$ cat config.mk
export PLATFORM = sky130hd
export DESIGN_NAME = gray_conv_sequencer
export DESIGN_NICKNAME = d
export VERILOG_FILES = /design/src/rtl/gray_conv_sequencer.sv
export SDC_FILE = /design/constraint.sdc
export NUM_CORES = 1
export LEC_CHECK = 0
export CAP_MARGIN = 25
export CORE_ASPECT_RATIO = 2
export CORE_MARGIN = 2
export CORE_UTILIZATION = 40
export DETAILED_ROUTE_END_ITERATION = 8
export PLACE_DENSITY_LB_ADDON = 0.05
export SYNTH_ARGS = -nofsm -noshare
export SYNTH_HDL_FRONTEND = slang
export SYNTH_SLANG_ARGS = --single-unit
$ cat constraint.sdc
create_clock -name clk -period 3.21 [get_ports clk]
set_input_delay 0.321 -clock clk [delete_from_list [all_inputs] [get_ports clk]]
set_output_delay 0.321 -clock clk [all_outputs]
set_load 0.01 [all_outputs]
$ cat src/rtl/gray_conv_sequencer.sv
// Frame sequencer that streams RGB pixels through an external gray converter,
// one pixel in flight, with a per-pixel completion timeout.
module gray_conv_sequencer #(
  parameter int unsigned TIMEOUT_CYCLES = 64,
  parameter int unsigned LEN_W          = 16
) (
  input  logic             clk,
  input  logic             clear,
  input  logic             frame_go,
  input  logic [LEN_W-1:0] frame_pixels,
  input  logic             in_valid,
  output logic             in_ready,
  input  logic [23:0]      in_rgb,
  output logic             out_valid,
  input  logic             out_ready,
  output logic [7:0]       out_gray,
  output logic             conv_start,
  output logic [23:0]      conv_rgb,
  output logic             conv_clear,
  input  logic             conv_done,
  input  logic [7:0]       conv_gray,
  output logic             busy,
  output logic             frame_done,
  output logic [LEN_W-1:0] pix_count,
  output logic             timeout_err
);

  localparam int unsigned TimerW = $clog2(TIMEOUT_CYCLES + 1);
  localparam logic [TimerW-1:0] TimerLast = TimerW'(TIMEOUT_CYCLES - 1);

  typedef enum logic [2:0] {
    StIdle,
    StFetch,
    StIssue,
    StWait,
    StPresent,
    StRecover
  } state_e;

  state_e              state_q;
  logic [LEN_W-1:0]    len_q;
  logic [TimerW-1:0]   timer_q;

  always_ff @(posedge clk or negedge clear) begin
    if (!clear) begin
      state_q     <= StIdle;
      len_q       <= '0;
      timer_q     <= '0;
      in_ready    <= 1'b0;
      out_valid   <= 1'b0;
      out_gray    <= '0;
      conv_start  <= 1'b0;
      conv_rgb    <= '0;
      conv_clear  <= 1'b0;
      busy        <= 1'b0;
      frame_done  <= 1'b0;
      pix_count   <= '0;
      timeout_err <= 1'b0;
    end else begin
      // Pulse outputs default low; converter clear only drops on entry to StRecover.
      conv_start <= 1'b0;
      frame_done <= 1'b0;
      conv_clear <= 1'b1;
      unique case (state_q)
        StIdle: begin
          if (frame_go) begin
            if (frame_pixels != '0) begin
              len_q       <= frame_pixels;
              pix_count   <= '0;
              timeout_err <= 1'b0;
              in_ready    <= 1'b1;
              busy        <= 1'b1;
              state_q     <= StFetch;
            end else begin
              frame_done <= 1'b1;
            end
          end
        end
        StFetch: begin
          if (in_valid) begin
            conv_rgb   <= in_rgb;
            in_ready   <= 1'b0;
            conv_start <= 1'b1;
            state_q    <= StIssue;
          end
        end
        StIssue: begin
          timer_q <= '0;
          state_q <= StWait;
        end
        StWait: begin
          // A completion on the final allowed cycle still counts as success.
          if (conv_done) begin
            out_gray  <= conv_gray;
            out_valid <= 1'b1;
            state_q   <= StPresent;
          end else if (timer_q == TimerLast) begin
            timeout_err <= 1'b1;
            conv_clear  <= 1'b0;
            state_q     <= StRecover;
          end else begin
            timer_q <= timer_q + 1'b1;
          end
        end
        StPresent: begin
          if (out_ready) begin
            out_valid  <= 1'b0;
            pix_count  <= pix_count + 1'b1;
            conv_clear <= 1'b0;
            state_q    <= StRecover;
          end
        end
        StRecover: begin
          if (timeout_err || (pix_count == len_q)) begin
            busy       <= 1'b0;
            frame_done <= !timeout_err;
            state_q    <= StIdle;
          end else begin
            in_ready <= 1'b1;
            state_q  <= StFetch;
          end
        end
        default: state_q <= StIdle;
      endcase
    end
  end

endmodule

==> results.json <==
{
  "cts_root_buf": "clkbuf_16",
  "crit_arrival_ps": 2470,
  "place_hpwl_um": 7320,
  "die_h_um": 142,
  "combPwrFrac": 0.388,
  "vias_per_cell": 5.49,
  "cellPowerDensity_mw_per_mm2": 898,
  "routed_wl_um": 9700,
  "layout-drive-gt1-share": 0.169,
  "p_sw_frac": 0.324,
  "drtIter0Drc": 140,
  "cp_max_fo": 17,
  "synth_xor_area_frac": 0.0436,
  "final_util": 0.572,
  "max_stage_delay_ps": 550,
  "place_area_mm2": 0.00501,
  "pwr-share-seq": 0.383,
  "vias": 2979,
  "yosys_warnings": 0,
  "pin_count": 109,
  "synth_nets": 379,
  "area_growth_pct": 39.5,
  "dr.pass1.iters": 4,
  "drc": 0,
  "gr-usage-met1": 0.215,
  "synth_area_leaders": "dfrtp_1 53%, mux2_2 12%, xnor2_1 3.7%",
  "grt_pass1_vias": 3152,
  "ant_nets": 0,
  "async_flop_share": 1.00,
  "clkLatencyLatePin_ps": 340,
  "slowest_stage": "dfrtp_1",
  "grt_max_degree": 47,
  "synth_edf_count": 0,
  "post_cts_buffers": 0,
  "clock_path_buffers": 2,
  "peakVddDrop_v": 0.000433,
  "status": "finished with violations",
  "fmax_mhz": 445,
  "multi_input_area_mm2": 0.00170,
  "cts_max_level": 3,
  "row_count": 50,
  "cts_buffers": 9,
  "final_nets": 490,
  "cts_tree": "done",
  "core_area_mm2": 0.00932,
  "skew_ps": 8.70,
  "place.gp.congestion": 0.841,
  "antenna_found_initial": 0,
  "cts-resized-gates": 0,
  "syn_area_per_cell_um2": 11.8,
  "crit_required_ps": 3430,
  "synthMuxAreaShare": 0.153,
  "fin_area_mm2": 0.00533,
  "ys_types": 52,
  "holdBufCountCts": 0,
  "fin_crit_sh": 0.699,
  "place_inst": 527,
  "violations": "negative hold slack",
  "grt_use_met3": 0.0326,
  "slew_viol_final": 0,
  "rsz0062_at_grt": "false",
  "grt_most_used_layer": "met2",
  "grt_first_pass_wirelength_um": 15800,
  "power_uw": 4790,
  "die_area_mm2": 0.0104,
  "hold_path.class": "in -> async",
  "antenna_cells": 0,
  "nFillCells": 823,
  "start_util": 0.410,
  "p_leak_uw": 0.00216,
  "p_int_uw": 3230,
  "synth_top_area_cell": "dfrtp_1",
  "portBuffers": 108,
  "die_w_um": 73.1,
  "yosys.area_share.simple": 0.161,
  "crit_chain": "nor4_1 > nand3_1 > o211ai_2 > or2_1 > buf_4 > mux2_2",
  "start_kind": "flop",
  "register_area_mm2": 0.00203,
  "synth_compound_area_frac": 0.0770,
  "gr-usage-all-layers": 0.201,
  "setup_viol": 0,
  "holdWs_ps": -12.5,
  "grt_util_met2": 0.354,
  "synth_top_area_share": 0.531,
  "period_minus_slack_ps": 2250,
  "worst_pin_slew_ps": 617,
  "wl_per_cell_um": 17.9,
  "finalNonFillerCells": 543,
  "clkSinkCount": 81,
  "yosys.area_share.adder": 0.00655,
  "syn_inst": 323,
  "crit_path_end_kind": "flop",
  "ys_seq_elements": 81,
  "ys_seq_area_frac": 0.531,
  "clockPowerShare": 0.229,
  "syn_area_mm2": 0.00382,
  "finalSetupTns_ps": 0,
  "max_slew_margin": 0.589,
  "drv_cap": 0,
  "synth_flop_cell": "dfrtp_1",
  "path_clk_slew_ps": 60,
  "synth_top_family_by_area": "simple AND/OR/NAND/NOR gates",
  "power_switching_uw": 1550,
  "path_class": "reg -> reg",
  "finalHoldViolCount": 3,
  "grt-ovfl-total": 0
}
==> path summary, 6_finish.rpt <==
check                                endpoint  depth (start not counted)  slack (ps)         start
worst max register to register       len_q[0]                          6         960    state_q[2]
max in group asynchronous         out_gray[1]                          2        2500         clear
worst max-delay path                 len_q[0]                          6         960    state_q[2]
worst min register to register   conv_rgb[23]                          1         500  conv_rgb[23]
min in group clk                 conv_rgb[23]                          1         500  conv_rgb[23]
worst min-delay path            pix_count[11]                          1         -10         clear
==> Yosys cell counts, types with 4 or more instances <==
cell type  number
dfrtp_1        81
mux2_2         42
nand2_1        34
nand3_1        16
xnor2_1        16
nor2_1         11
mux2_1          9
o221ai_1        9
and3_1          8
nand3b_1        8
buf_2           7
nand4_1         7
nor4_1          6
o21ai_0         6
clkbuf_1        5
a21oi_1         4
inv_1           4
nor3_1          4
==> flip-flops by register name (all words and copies together) (netlist names) <==
signal and cells:
timer_q 7, state_q 3, busy 1, in_ready 1
out_valid 1, conv_rgb 24, len_q 16, timeout_err 1
pix_count 16, frame_done 1, out_gray 8, conv_clear 1
conv_start 1
==> layout make-up <==
cell class | instances | area share
Clock buffer | 9 | 0.0423
Clock inverter | 7 | 0.0174
Inverter | 4 | 0.00282
Multi-Input combinational cell | 222 | 0.319
Sequential cell | 81 | 0.380
Tap cell | 104 | 0.0244
Timing Repair Buffer | 116 | 0.214
==> metal layers <==
metal,routed length [µm],vias up
met5,0,-
met3,336,29
met4,475,0
li1,-,1404
met2,5390,81
met1,3490,1465
==> cell usage in the layout, fill, tap and decap left out, drive strengths merged, types with 2 or more instances in the layout <==
master and count:
nor4 7, nand2b 3, a211o 3, bufinv 2, clkdlybuf4s50 107, clkbuf 9
or4b 2, or2 2, clkinv 4, nor2 11, and3 8, nor3 4
inv 5, o21ai 6, dfrtp 81, xor2 3, buf 9, mux2 51
nor4b 2, a22o 3, nand4 7, a21oi 4, nand2 34, nand3 17
o211ai 2, ha 2, xnor2 16, o221ai 9, nand3b 8, a2111oi 2
==> power by group through the flow <==
stage / registers, µW / clock network (µW) / logic (µW)
floorplan: 1850 / 0 / 967
global placement: 1840 / 0 / 1860
detailed placement: 1860 / 0 / 1890
CTS: 1840 / 1120 / 1890
global route: 1900 / 1170 / 2020
finish: 1830 / 1100 / 1850
==> cells by family (layout without fill, tap and decap cells) <==
logic type | count (synthesis) | in the layout
AOI/OAI and AO/OA | 37 | 37
xor gates and xnor gates | 19 | 19
adders and majority gates | 2 | 2
buffers and inverters | 20 | 136
DFF | 81 | 81
muxes | 52 | 52
and+or+nand+nor | 112 | 112
==> critical path: cells and delay by family, from the launching register on <==
kind,cells,cell delay (ps)
buffers and inverters,1,250
flip-flops,1,550
AND/OR/NAND/NOR,3,730
multiplexers,1,370
AO/OA/AOI/OAI,1,220
==> through the flow <==
stage | hold WS, ps | worst slack (ps)
floorplan | 25.4 | 1310
global placement | 386 | 801
detailed placement | 384 | 769
CTS | 18.4 | 943
global route | 29.6 | 834
finish | -12.5 | 965
No activity file was read; power rests on OpenSTA's default activity.
